**src/rtl/fifo_burst_reader.sv**
```systemverilog
// Read-side master for the synchronous FIFO: pops words and forwards them downstream as
// framed bursts with a last-beat flag; a wait-state timer flushes stragglers as 1-beat bursts.
// state   | meaning
// S_IDLE  | disabled, no bursts start
// S_WAIT  | armed, waiting for FIFO level or timeout
// S_BURST | popping beats until the latched length is reached
module fifo_burst_reader #(
  parameter int DATA_WIDTH = 32,
  parameter int FIFO_DEPTH = 16,
  parameter int ADDR_WIDTH = $clog2(FIFO_DEPTH),
  parameter int TIMEOUT    = 64
) (
  input  logic                  i_clk,
  input  logic                  i_rst,
  input  logic                  i_enable,
  input  logic [ADDR_WIDTH:0]   i_burst_len,
  input  logic                  i_valid_m,
  input  logic                  i_almostempty,
  input  logic [DATA_WIDTH-1:0] i_fifo_data,
  output logic                  o_ready_m,
  output logic                  o_valid,
  output logic [DATA_WIDTH-1:0] o_data,
  output logic                  o_last,
  input  logic                  i_ready,
  output logic                  o_busy,
  output logic                  o_underrun
);

  localparam int LW        = ADDR_WIDTH + 1;
  localparam int TW        = (TIMEOUT > 1) ? $clog2(TIMEOUT) : 1;
  localparam int TO_LAST_I = (TIMEOUT > 0) ? TIMEOUT - 1 : 0;

  typedef enum logic [1:0] {S_IDLE, S_WAIT, S_BURST} state_t;

  state_t                state_q, state_d;
  logic [LW-1:0]         len_q, len_d;
  logic [LW-1:0]         cnt_q, cnt_d;
  logic [TW-1:0]         timer_q, timer_d;
  logic                  valid_q, valid_d;
  logic [DATA_WIDTH-1:0] data_q, data_d;
  logic                  last_q, last_d;
  logic                  underrun_q, underrun_d;

  logic                  pop;
  logic                  beat_last;
  logic [LW-1:0]         len_clamped;

  always_comb begin
    if (i_burst_len == '0) begin
      len_clamped = LW'(1);
    end else if (i_burst_len > LW'(FIFO_DEPTH)) begin
      len_clamped = LW'(FIFO_DEPTH);
    end else begin
      len_clamped = i_burst_len;
    end
  end

  always_comb begin
    state_d    = state_q;
    len_d      = len_q;
    cnt_d      = cnt_q;
    timer_d    = timer_q;
    valid_d    = valid_q;
    data_d     = data_q;
    last_d     = last_q;
    underrun_d = underrun_q;

    // Never pop while a held word is still waiting for the sink.
    pop       = (state_q == S_BURST) & i_valid_m & (~valid_q | i_ready);
    beat_last = (cnt_q == (len_q - LW'(1)));

    if (pop) begin
      valid_d = 1'b1;
      data_d  = i_fifo_data;
      last_d  = beat_last;
    end else if (i_ready) begin
      valid_d = 1'b0;
      last_d  = 1'b0;
    end

    case (state_q)
      S_IDLE: begin
        if (i_enable) begin
          state_d = S_WAIT;
          timer_d = '0;
        end
      end
      S_WAIT: begin
        if (i_valid_m & ~i_almostempty) begin
          len_d   = len_clamped;
          cnt_d   = '0;
          state_d = S_BURST;
        end else if ((TIMEOUT != 0) && (timer_q == TW'(TO_LAST_I)) && i_valid_m) begin
          len_d   = LW'(1);
          cnt_d   = '0;
          state_d = S_BURST;
        end else if (~i_enable & ~i_valid_m) begin
          state_d = S_IDLE;
        end else if (i_valid_m & i_almostempty) begin
          timer_d = timer_q + TW'(1);
        end
      end
      S_BURST: begin
        if (~i_valid_m) begin
          underrun_d = 1'b1;
        end
        if (pop) begin
          cnt_d = cnt_q + LW'(1);
          if (beat_last) begin
            state_d = i_enable ? S_WAIT : S_IDLE;
            timer_d = '0;
          end
        end
      end
      default: state_d = S_IDLE;
    endcase
  end

  always_ff @(posedge i_clk) begin
    if (i_rst) begin
      state_q    <= S_IDLE;
      len_q      <= '0;
      cnt_q      <= '0;
      timer_q    <= '0;
      valid_q    <= 1'b0;
      data_q     <= '0;
      last_q     <= 1'b0;
      underrun_q <= 1'b0;
    end else begin
      state_q    <= state_d;
      len_q      <= len_d;
      cnt_q      <= cnt_d;
      timer_q    <= timer_d;
      valid_q    <= valid_d;
      data_q     <= data_d;
      last_q     <= last_d;
      underrun_q <= underrun_d;
    end
  end

  assign o_ready_m  = pop;
  assign o_valid    = valid_q;
  assign o_data     = data_q;
  assign o_last     = last_q;
  assign o_busy     = (state_q != S_IDLE);
  assign o_underrun = underrun_q;

endmodule

```
**config.mk**
```make
export PLATFORM = sky130hd
export DESIGN_NAME = fifo_burst_reader
export DESIGN_NICKNAME = d
export VERILOG_FILES = /design/src/rtl/fifo_burst_reader.sv
export SDC_FILE = /design/constraint.sdc
export NUM_CORES = 1
export LEC_CHECK = 0
export BUFFER_PORTS_ARGS = -buffer_cell sky130_fd_sc_hd__buf_4
export CAP_MARGIN = 10
export CORE_MARGIN = 2
export CORE_UTILIZATION = 53
export DETAILED_ROUTE_END_ITERATION = 16
export GPL_ROUTABILITY_DRIVEN = 0
export PLACE_DENSITY = 0.84
export SYNTH_ARGS = -nofsm -noshare
export SYNTH_HDL_FRONTEND = slang
export SYNTH_SLANG_ARGS = --single-unit
export TNS_END_PERCENT = 50
```
**constraint.sdc**
```tcl
create_clock -name i_clk -period 3.4 [get_ports i_clk]
set_input_delay 1.02 -clock i_clk [delete_from_list [all_inputs] [get_ports i_clk]]
set_output_delay 1.02 -clock i_clk [all_outputs]
set_load 0.05 [all_outputs]
```
Yosys cells after proc, flatten, opt, wreduce, memory -nomap -nowiden --
Index checks and enable logic that the tools add are counted. W data, S select, Z words.
Storage, ports and cells: output and inout bits 37, input bits 43, flip-flop bits (word level) 53, word-level logic and storage cells 75
Cells by class: add/sub/neg operators 3, equality and inequality tests 13, bitwise operators 10, mux-type cells 27, reduce and logical (&&, ||, !) cells 13, $lt $le $gt $ge 1
Operators with widths (number):
- $mux W6 | 7
- $mux W5 | 7
- $pmux W6 S3 | 1
- $ne A2 B2 Y1 const B | 7
- $mux W2 | 6
- $pmux W5 S2 | 1
- $reduce_and A8 Y1 | 1
- $reduce_bool A2 Y1 | 4
- $add A6 B1 Y6 const B | 1
- $eq A6 B6 Y1 const B | 1
- $pmux W2 S3 | 1
- $add A5 B1 Y5 const B | 1
- $and A1 B1 Y1 | 5
- $eq A5 B5 Y1 | 1
- $gt A5 B5 Y1 const B | 1
- $logic_not A5 Y1 | 1
- $sub A5 B1 Y5 const B | 1
- $mux W1 | 4
- $ne A4 B4 Y1 const B | 1
- $not A1 Y1 | 4
- $reduce_and A2 Y1 | 2
- $reduce_and A4 Y1 | 1
- $ne A3 B3 Y1 const B | 1
- $reduce_and A3 Y1 | 1
- 6 further kinds | 6

Logic depth before layout (Yosys ltp) --
Gate-level depths: netlist of run 1.
depth in word-level cells 6, mapped depth 9, depth with buffers taken out 8

Worst setup path before layout of run 1 --
Ideal clock, no wire load.
path type in2out, start point input i_valid_m, end point output o_ready_m, arrival 2347 ps, stages 5, setup slack 33 ps, data required time 2380 ps, cell sequence inv_1 a21oi_1 nand2_1 inv_1 buf_1
On the way: word-level cells in the longest chain between the ends 2
RTL lines:
- start: declaration | line 17 | input logic i_valid_m,
- $and A1 B1 Y1 (2 in series) | line 69 | pop = (state_q == S_BURST) & i_valid_m & (~valid_q | i_ready);
- end: declaration | line 20 | output logic o_ready_m,
Every way passes these cells.

Final worst setup path of run 1 --
Ends and elaborated chain as after synthesis.

==> summary.txt, run 1 <==
Die
  • Row cnt: 24
  • Initial Utilization: 54.5%
  • Floorplan Core Area: 4320 µm²
  • Die Height: 70.7 µm
  • Horizontal die dimension: 70.7 µm
  • Area of the die: 5000 µm²
  • Top-level port count: 80

Layout
  • Final antenna diode count: 0
  • Layout Cell Area excl Fill: 3070 µm²
  • Syn-to-layout area delta: 30.2%
  • Non-filler instance count after layout: 429
  • Layout cells sized above 1: 24.7%
  • Final layout net count: 427

STA
  • Hold Vio Cnt, Final: 0
  • Clk_skew: 0.00325 ns
  • Max_slew headroom: 65.5%
  • Crit share post-route: 84.3%
  • Minimum clock period: 2.86 ns
  • Fmax achieved: 0.349 GHz
  • Setup repair after global routing missed its margin: no
  • Slack of the critical path: 0.535 ns
  • Total negative slack for setup checks: 0 ns
  • Transition at the pin with the smallest max-transition slack: 0.517 ns
  • Setup-violating endpoint count in the final report: 0
  • Number of max-slew violations in the final report: 0

GRT
  • Busiest metal layer after global routing: met2
  • Met1 Use GR: 28.9%
  • Initial antenna violation count: 0
  • Aggregate global routing overflow: 0
  • Vias in the first global route: 2042
  • GR Layer Usage met2: 38.9%
  • Global-route wire length before repair: 9360 µm
  • Aggregate global-route resource usage: 22.7%
  • Routing usage on met3: 5.56%
  • Maximum number of pins on one net before global-route repair: 53

CTS
  • Post_cts resized: 0
  • Root Buffer: clkbuf_8
  • Post-cts hold buffer count: 0
  • H-Tree Depth: 2
  • Source-to-sink clock delay at the later pin of the worst-skew pair: 0.30 ns
  • Largest buffer count on any clock path: 2
  • Clock transition at the registers of the reported paths: 0.09 ns
  • Number of sinks handled by clock tree synthesis: 53
  • TritonCTS clock tree: done
  • Post-CTS Setup Bufs: 0
  • Number of buffers inserted during clock tree synthesis: 5

Placed design
  • Count of port buffers added during placement: 79
  • Worst-case setup slack after placement: 0.556 ns
  • Cell Count Post-Placement: 422
  • Half-perimeter wire length of the detailed placement result: 4210 µm
  • Area of placed instances: 2980 µm²

Pwr
  • Worst IR Drop VDD: 0.275 mV
  • Total power per unit cell area: 429 nW/µm²
  • Leakage: 1.22 nW

Logic synthesis
  • Count of flip-flops with a built-in enable after synthesis: 0
  • Cell types occupying the most area after synthesis: dfxtp_1 (45%), nand2_1 (14%), a21oi_1 (9.1%)
  • Library cells used by synthesis: 44
  • Number of register bits inferred by synthesis: 53
  • Sequential cell area fraction in the yosys report: 45.0%
  • Number of synthesis warnings: 0
  • Post-synthesis area per instance: 7.78 µm²
  • Most used flip-flop cell after synthesis: dfxtp_1
  • Synthesized cell area: 2360 µm²
  • Top cell types by occurrence after synthesis: nand2_1 (85), dfxtp_1 (53), a21oi_1 (43)
  • Top-count cell post-synth: nand2_1
  • Library cell occupying the most area in the post-synthesis netlist: dfxtp_1
  • Synth Instances: 303
  • Yosys top cell area share: 45.0%
  • Number of nets produced by synthesis: 353
  • Share of flip-flops with an asynchronous set or reset: 0%

Worst setup path
  • Required time at the worst-slack endpoint: 2.38 ns
  • Critical path's largest stage delay: 0.20 ns
  • Cell with the largest stage delay on the worst path: buf_4
  • Source of the critical timing path: i_valid_m
  • Critical Path Start Type: input pin
  • Kind of capture point of the worst setup path: primary output
  • Cell class contributing the biggest share of worst-path delay: buffers and inverters
  • Depth of the worst register-to-register path: 7
  • Number of buffers and inverters on the critical path: 4
  • Critical R2R Launch: len_q[0]
  • Critical path class: input pin to primary output
  • Critical Path, Cell by Cell: buf_4 > inv_1 > a21oi_1 > nand2_1 > inv_1 > buf_4
  • Worst Path Max Fanout: 8
  • Worst path arrival time: 1.84 ns
  • WP depth: 6

Routing
  • First-pass detailed-route iteration total: 4
  • Routed length per instance: 13.3 µm
  • Detailed-route wire length: 5690 µm
  • Count of nets left with antenna violations after detail routing: 0
  • First-iteration detailed-routing DRC count: 99
  • Per-cell via count in the routed design: 5.40
  • DRC violation count after routing: 0
  • Total number of vias: 2317

Run status
  • Run status: finished, final reports clean

Job
  • Number of max-capacitance violations reported: 0

Min path
  • Min-delay src: o_data[27]
  • Cell depth of the worst min-delay path: 2
  • Hold/Removal Path Class: flop to flop
==> flip-flops by register name (all words and copies together), names as in the netlist <==
register and cells:
o_data 32, timer_q 6, cnt_q 5, len_q 5
state_q 2, o_last 1, o_underrun 1, o_valid 1
==> cell type report <==
class / instances / area, µm²
fill: 353 / 1250
multi-input combinational: 218 / 1180
sequential: 53 / 1060
timing repair buffer: 82 / 616
clock buffer: 6 / 82.6
tap: 52 / 65.1
inverter: 17 / 63.8
clock inverter: 1 / 7.51
==> worst register-to-register path, stage by stage (launching register included) <==
cell and delay (ns):
dfxtp_1 0.40, inv_1 0.08, ha_1 0.22, or3_1 0.41
a32o_1 0.29, or4_1 0.62, a21oi_1 0.18, o32ai_1 0.09
==> metrics by stage <==
step | util [%] | hold WS (ns) | power, mW
floorplan | - | 0.445 | 0.871
finish | 71.0 | 0.457 | 1.32
CTS | 71.0 | 0.460 | 1.32
global route | 71.0 | 0.477 | 1.37
detailed placement | 69.0 | 0.447 | 0.969
global placement | 69.0 | 0.442 | 0.962
==> cells in the final DEF (no fill, tap or decap), types with 2 or more instances in the layout <==
cell / synthesis / routed
o41ai_1: 3 / 3
nor2b_1: 3 / 3
o21ai_1: 2 / 2
o311ai_0: 2 / 2
ha_1: 7 / 7
o22ai_1: 3 / 3
a21boi_0: 3 / 3
or3_1: 3 / 3
inv_1: 16 / 16
o21ai_0: 2 / 2
nor3_1: 6 / 6
nor2_1: 10 / 10
nand2_1: 85 / 85
and2_1: 2 / 2
xnor2_1: 4 / 4
clkbuf_8: 0 / 6
and3_1: 2 / 2
nand3_1: 7 / 7
dfxtp_1: 53 / 53
o32ai_1: 6 / 6
a21oi_1: 43 / 43
nand4_1: 5 / 5
buf_4: 0 / 82
a32o_1: 2 / 2
==> routing by layer <==
layer  vias to the layer above  part of all wire, %
met2                        62                   50
met1                      1066                   43
met4                         0                 0.63
li1                       1184                    -
met3                         5                  6.4
met5                         -                    0
==> power breakdown <==
part	internal (mW)	switching, mW	total [mW]
clock network	0.161	0.200	0.361
registers	0.637	0.0139	0.651
logic	0.118	0.187	0.305
total	0.916	0.401	1.32
==> worst paths after layout <==
path | end | slack [ns]
setup / recovery | o_ready_m | 0.54
hold / removal | o_data[27] | 0.46
hold reg to reg | o_data[27] | 0.46
setup reg to reg | timer_q[4] | 0.99
==> cell families (layout without fill, tap and decap cells) <==
logic type | after synthesis | count (layout) | share of synthesized area [%]
compound gates | 74 | 74 | 19.4
flops | 53 | 53 | 45.0
fa+ha+maj | 7 | 7 | 3.71
xor+xnor | 5 | 5 | 1.86
buf+inv | 32 | 106 | 5.15
simple gates | 132 | 132 | 24.9
Power figures use the tool's default switching activity.
==> inputs of run 2 (changes only) <==
CORE_UTILIZATION = 50   (was 53)
PLACE_DENSITY = 0.8   (was 0.84)
clock period = 2.67 ns   (was 3.4 ns; I/O delays follow)
==> run 2 against run 1 <==
Compared with the run above: power is 26% higher; die area rose by 5.6%; sequential power rose by 27%; register-to-register slack got worse by 0.66 ns; critical endpoint unchanged; non-clock buffer count increased by 2; count of clock-buffer cells in the layout rose by 1; first-iteration DRC count up 26%; largest power group unchanged; sequential cell count unchanged; critical path depth did not move; clock power is 22% higher; final cell count increased by 0.70%.
==> summary.txt, run 2 (synthesis gave the netlist of run 1 again) <==
Pwr
  • Total power per unit cell area: 539 nW/µm² (was 429 nW/µm²)
  • Leakage: 1.23 nW (was 1.22 nW)
  • Comb pwr share: 23.6% (was 23.2%)
  • Sw Ratio: 30.9% (was 30.5%)
  • Cell Int Power: 1.15 mW (was 916 µW)
  • Clock network fraction of design power: 26.5% (was 27.4%)
  • Worst IR Drop VDD: 0.353 mV (was 0.275 mV)
  • Net load switching power: 513 µW (was 401 µW)
  • Fraction of power consumed by sequential logic: 49.8% (was 49.4%)

STA
  • Hold Vio Cnt, Final: 0 (unchanged)
  • Minimum clock period: 2.42 ns
  • Transition at the pin with the smallest max-transition slack: 0.492 ns (was 0.517 ns)
  • Setup repair after global routing missed its margin: no (unchanged)
  • Max_slew headroom: 67.2% (was 65.5%)
  • Setup-violating endpoint count in the final report: 0 (unchanged)
  • Crit share post-route: 90.6%
  • Clk_skew: 0.00295 ns (was 0.00325 ns)
  • Number of max-slew violations in the final report: 0 (unchanged)
  • Fmax achieved: 0.413 GHz
  • Total negative slack for setup checks: 0 ns (unchanged)

Worst setup path
  • Critical Path Start Type: input pin (unchanged)
  • Cell with the largest stage delay on the worst path: a21oi_1 (was buf_4)
  • Required time at the worst-slack endpoint: 1.87 ns (was 2.38 ns)
  • Worst Path Max Fanout: 8 (unchanged)
  • Reg2reg setup slack: 0.33 ns (was 0.99 ns)
  • Critical path class: input pin to primary output (unchanged)
  • Critical path's largest stage delay: 0.21 ns (was 0.20 ns)
  • Kind of capture point of the worst setup path: primary output (unchanged)
  • Worst path arrival time: 1.62 ns (was 1.84 ns)
  • Critical Path, Cell by Cell: buf_4 > inv_1 > a21oi_1 > nand2_1 > inv_1 > buf_4 (unchanged)
  • Depth of the worst register-to-register path: 7 (unchanged)

Layout
  • Syn-to-layout area delta: 30.6% (was 30.2%)
  • Layout cells sized above 1: 24.7% (about the same)
  • Share of the core filled with cells: 69.3% (was 71.0%)
  • Number of inserted filler cells in the final layout: 380 (was 353)
  • Final layout net count: 429 (was 427)
  • Final antenna diode count: 0 (unchanged)
  • Highest-count cells in the layout ignoring fill and taps: nand2_1 (85), buf_4 (84), dfxtp_1 (53), a21oi_1 (43), inv_1 (16) (was nand2_1 (85), buf_4 (82), dfxtp_1 (53), a21oi_1 (43), inv_1 (16))
  • Most common library cell in the layout ignoring fill and taps: nand2_1 (unchanged)
  • Number of flip-flops under the largest register name: 32 (unchanged)

Die
  • Top-level port count: 80 (unchanged)
  • Initial Utilization: 53.1% (was 54.5%)
  • Floorplan Core Area: 4440 µm² (was 4320 µm²)
  • Die Height: 72.7 µm (was 70.7 µm)
  • Row cnt: 24 (unchanged)
  • Area of the die: 5280 µm² (was 5000 µm²)
  • Horizontal die dimension: 72.7 µm (was 70.7 µm)

CTS
  • Root Buffer: clkbuf_8 (unchanged)
  • TritonCTS clock tree: done (unchanged)
  • Post-CTS Setup Bufs: 0 (unchanged)
  • H-Tree Depth: 2 (unchanged)
  • Post_cts resized: 0 (unchanged)
  • Clock transition at the registers of the reported paths: 0.09 ns (about the same)
  • Number of sinks handled by clock tree synthesis: 53 (unchanged)
  • Post-cts hold buffer count: 0 (unchanged)
  • Source-to-sink clock delay at the later pin of the worst-skew pair: 0.30 ns (about the same)
  • Largest buffer count on any clock path: 2 (unchanged)
  • Number of buffers inserted during clock tree synthesis: 5 (unchanged)

Routing
  • Per-cell via count in the routed design: 5.34 (was 5.40)
  • Total number of vias: 2307 (was 2317)
  • DRC violation count after routing: 0 (unchanged)
  • Routed length per instance: 13.5 µm (was 13.3 µm)
  • First-pass detailed-route iteration total: 4 (unchanged)
  • Detailed-route wire length: 5830 µm (was 5690 µm)
  • First-iteration detailed-routing DRC count: 125 (was 99)
  • Count of nets left with antenna violations after detail routing: 0 (unchanged)

Job
  • Number of max-capacitance violations reported: 0 (unchanged)

Min path
  • Cell depth of the worst min-delay path: 2 (unchanged)
  • Hold/Removal Path Class: flop to flop (unchanged)

Placed design
  • Count of port buffers added during placement: 79 (unchanged)
  • Half-perimeter wire length of the detailed placement result: 4390 µm (was 4210 µm)

Run status
  • Run status: finished, final reports clean (unchanged)

GRT
  • Maximum number of pins on one net before global-route repair: 44 (was 53)
  • Vias in the first global route: 2184 (was 2042)
  • Aggregate global routing overflow: 0 (unchanged)
  • Initial antenna violation count: 0 (unchanged)
  • Global-route wire length before repair: 9650 µm (was 9360 µm)
  • Aggregate global-route resource usage: 22.8% (was 22.7%)
## run 2: cell count changes in the layout (fill, tap and decap cells not counted), sizes merged
cell | previous run | this run
buf | 82 | 84
clkbuf | 6 | 7
## run 2: stage by stage
stage	instances	total power, mW	area [µm²]	hold WS [ns]	setup slack, ns
after floorplan	303	1.11	2360	0.445	0.0409
after global placement	424	1.23	3000	0.441	0.246
after detailed placement	424	1.24	3000	0.448	0.218
after CTS	432	1.67	3080	0.460	0.245
after global routing	432	1.74	3080	0.476	0.160
final	432	1.66	3080	0.457	0.251
## run 2: critical path: cells and delay by family
family	cells	cell delay [ns]
buf+inv	4	0.49
simple gates	1	0.10
compound gates	1	0.21
## run 2: layout make-up
| class | instances | area (µm²) | share of cell area [%] |
|---|---|---|---|
| Clock inverter | 1 | 7.51 | 0.244 |
| Sequential cell | 53 | 1060 | 34.4 |
| Inverter | 17 | 63.8 | 2.07 |
| Timing Repair Buffer | 84 | 631 | 20.5 |
| Clock buffer | 7 | 76.3 | 2.48 |
| Multi-Input combinational cell | 218 | 1180 | 38.2 |
| Tap cell | 52 | 65.1 | 2.11 |
## run 2: layer usage
metal	vias up	track usage [%]	share of wire (%)
met3	10	5.25	6.6
met4	0	7.20	1.5
li1	1183	-	-
met1	1038	27.9	42
met2	76	39.5	50
met5	-	0	0
## run 2: path summary, 6_finish.rpt
| check | startpoint | end |
|---|---|---|
| setup reg to reg | len_q[0] | timer_q[5] |
| hold / removal | o_data[8] | o_data[8] |
| hold reg to reg | o_data[8] | o_data[8] |
| setup / recovery | i_valid_m | o_ready_m |
## run 2: power groups by stage
stage	logic, mW	registers [mW]	clock network (mW)
final	0.393	0.828	0.441
after global routing	0.432	0.831	0.479
after CTS	0.391	0.828	0.452
after detailed placement	0.390	0.846	0
after global placement	0.381	0.845	0
after floorplan	0.237	0.873	0
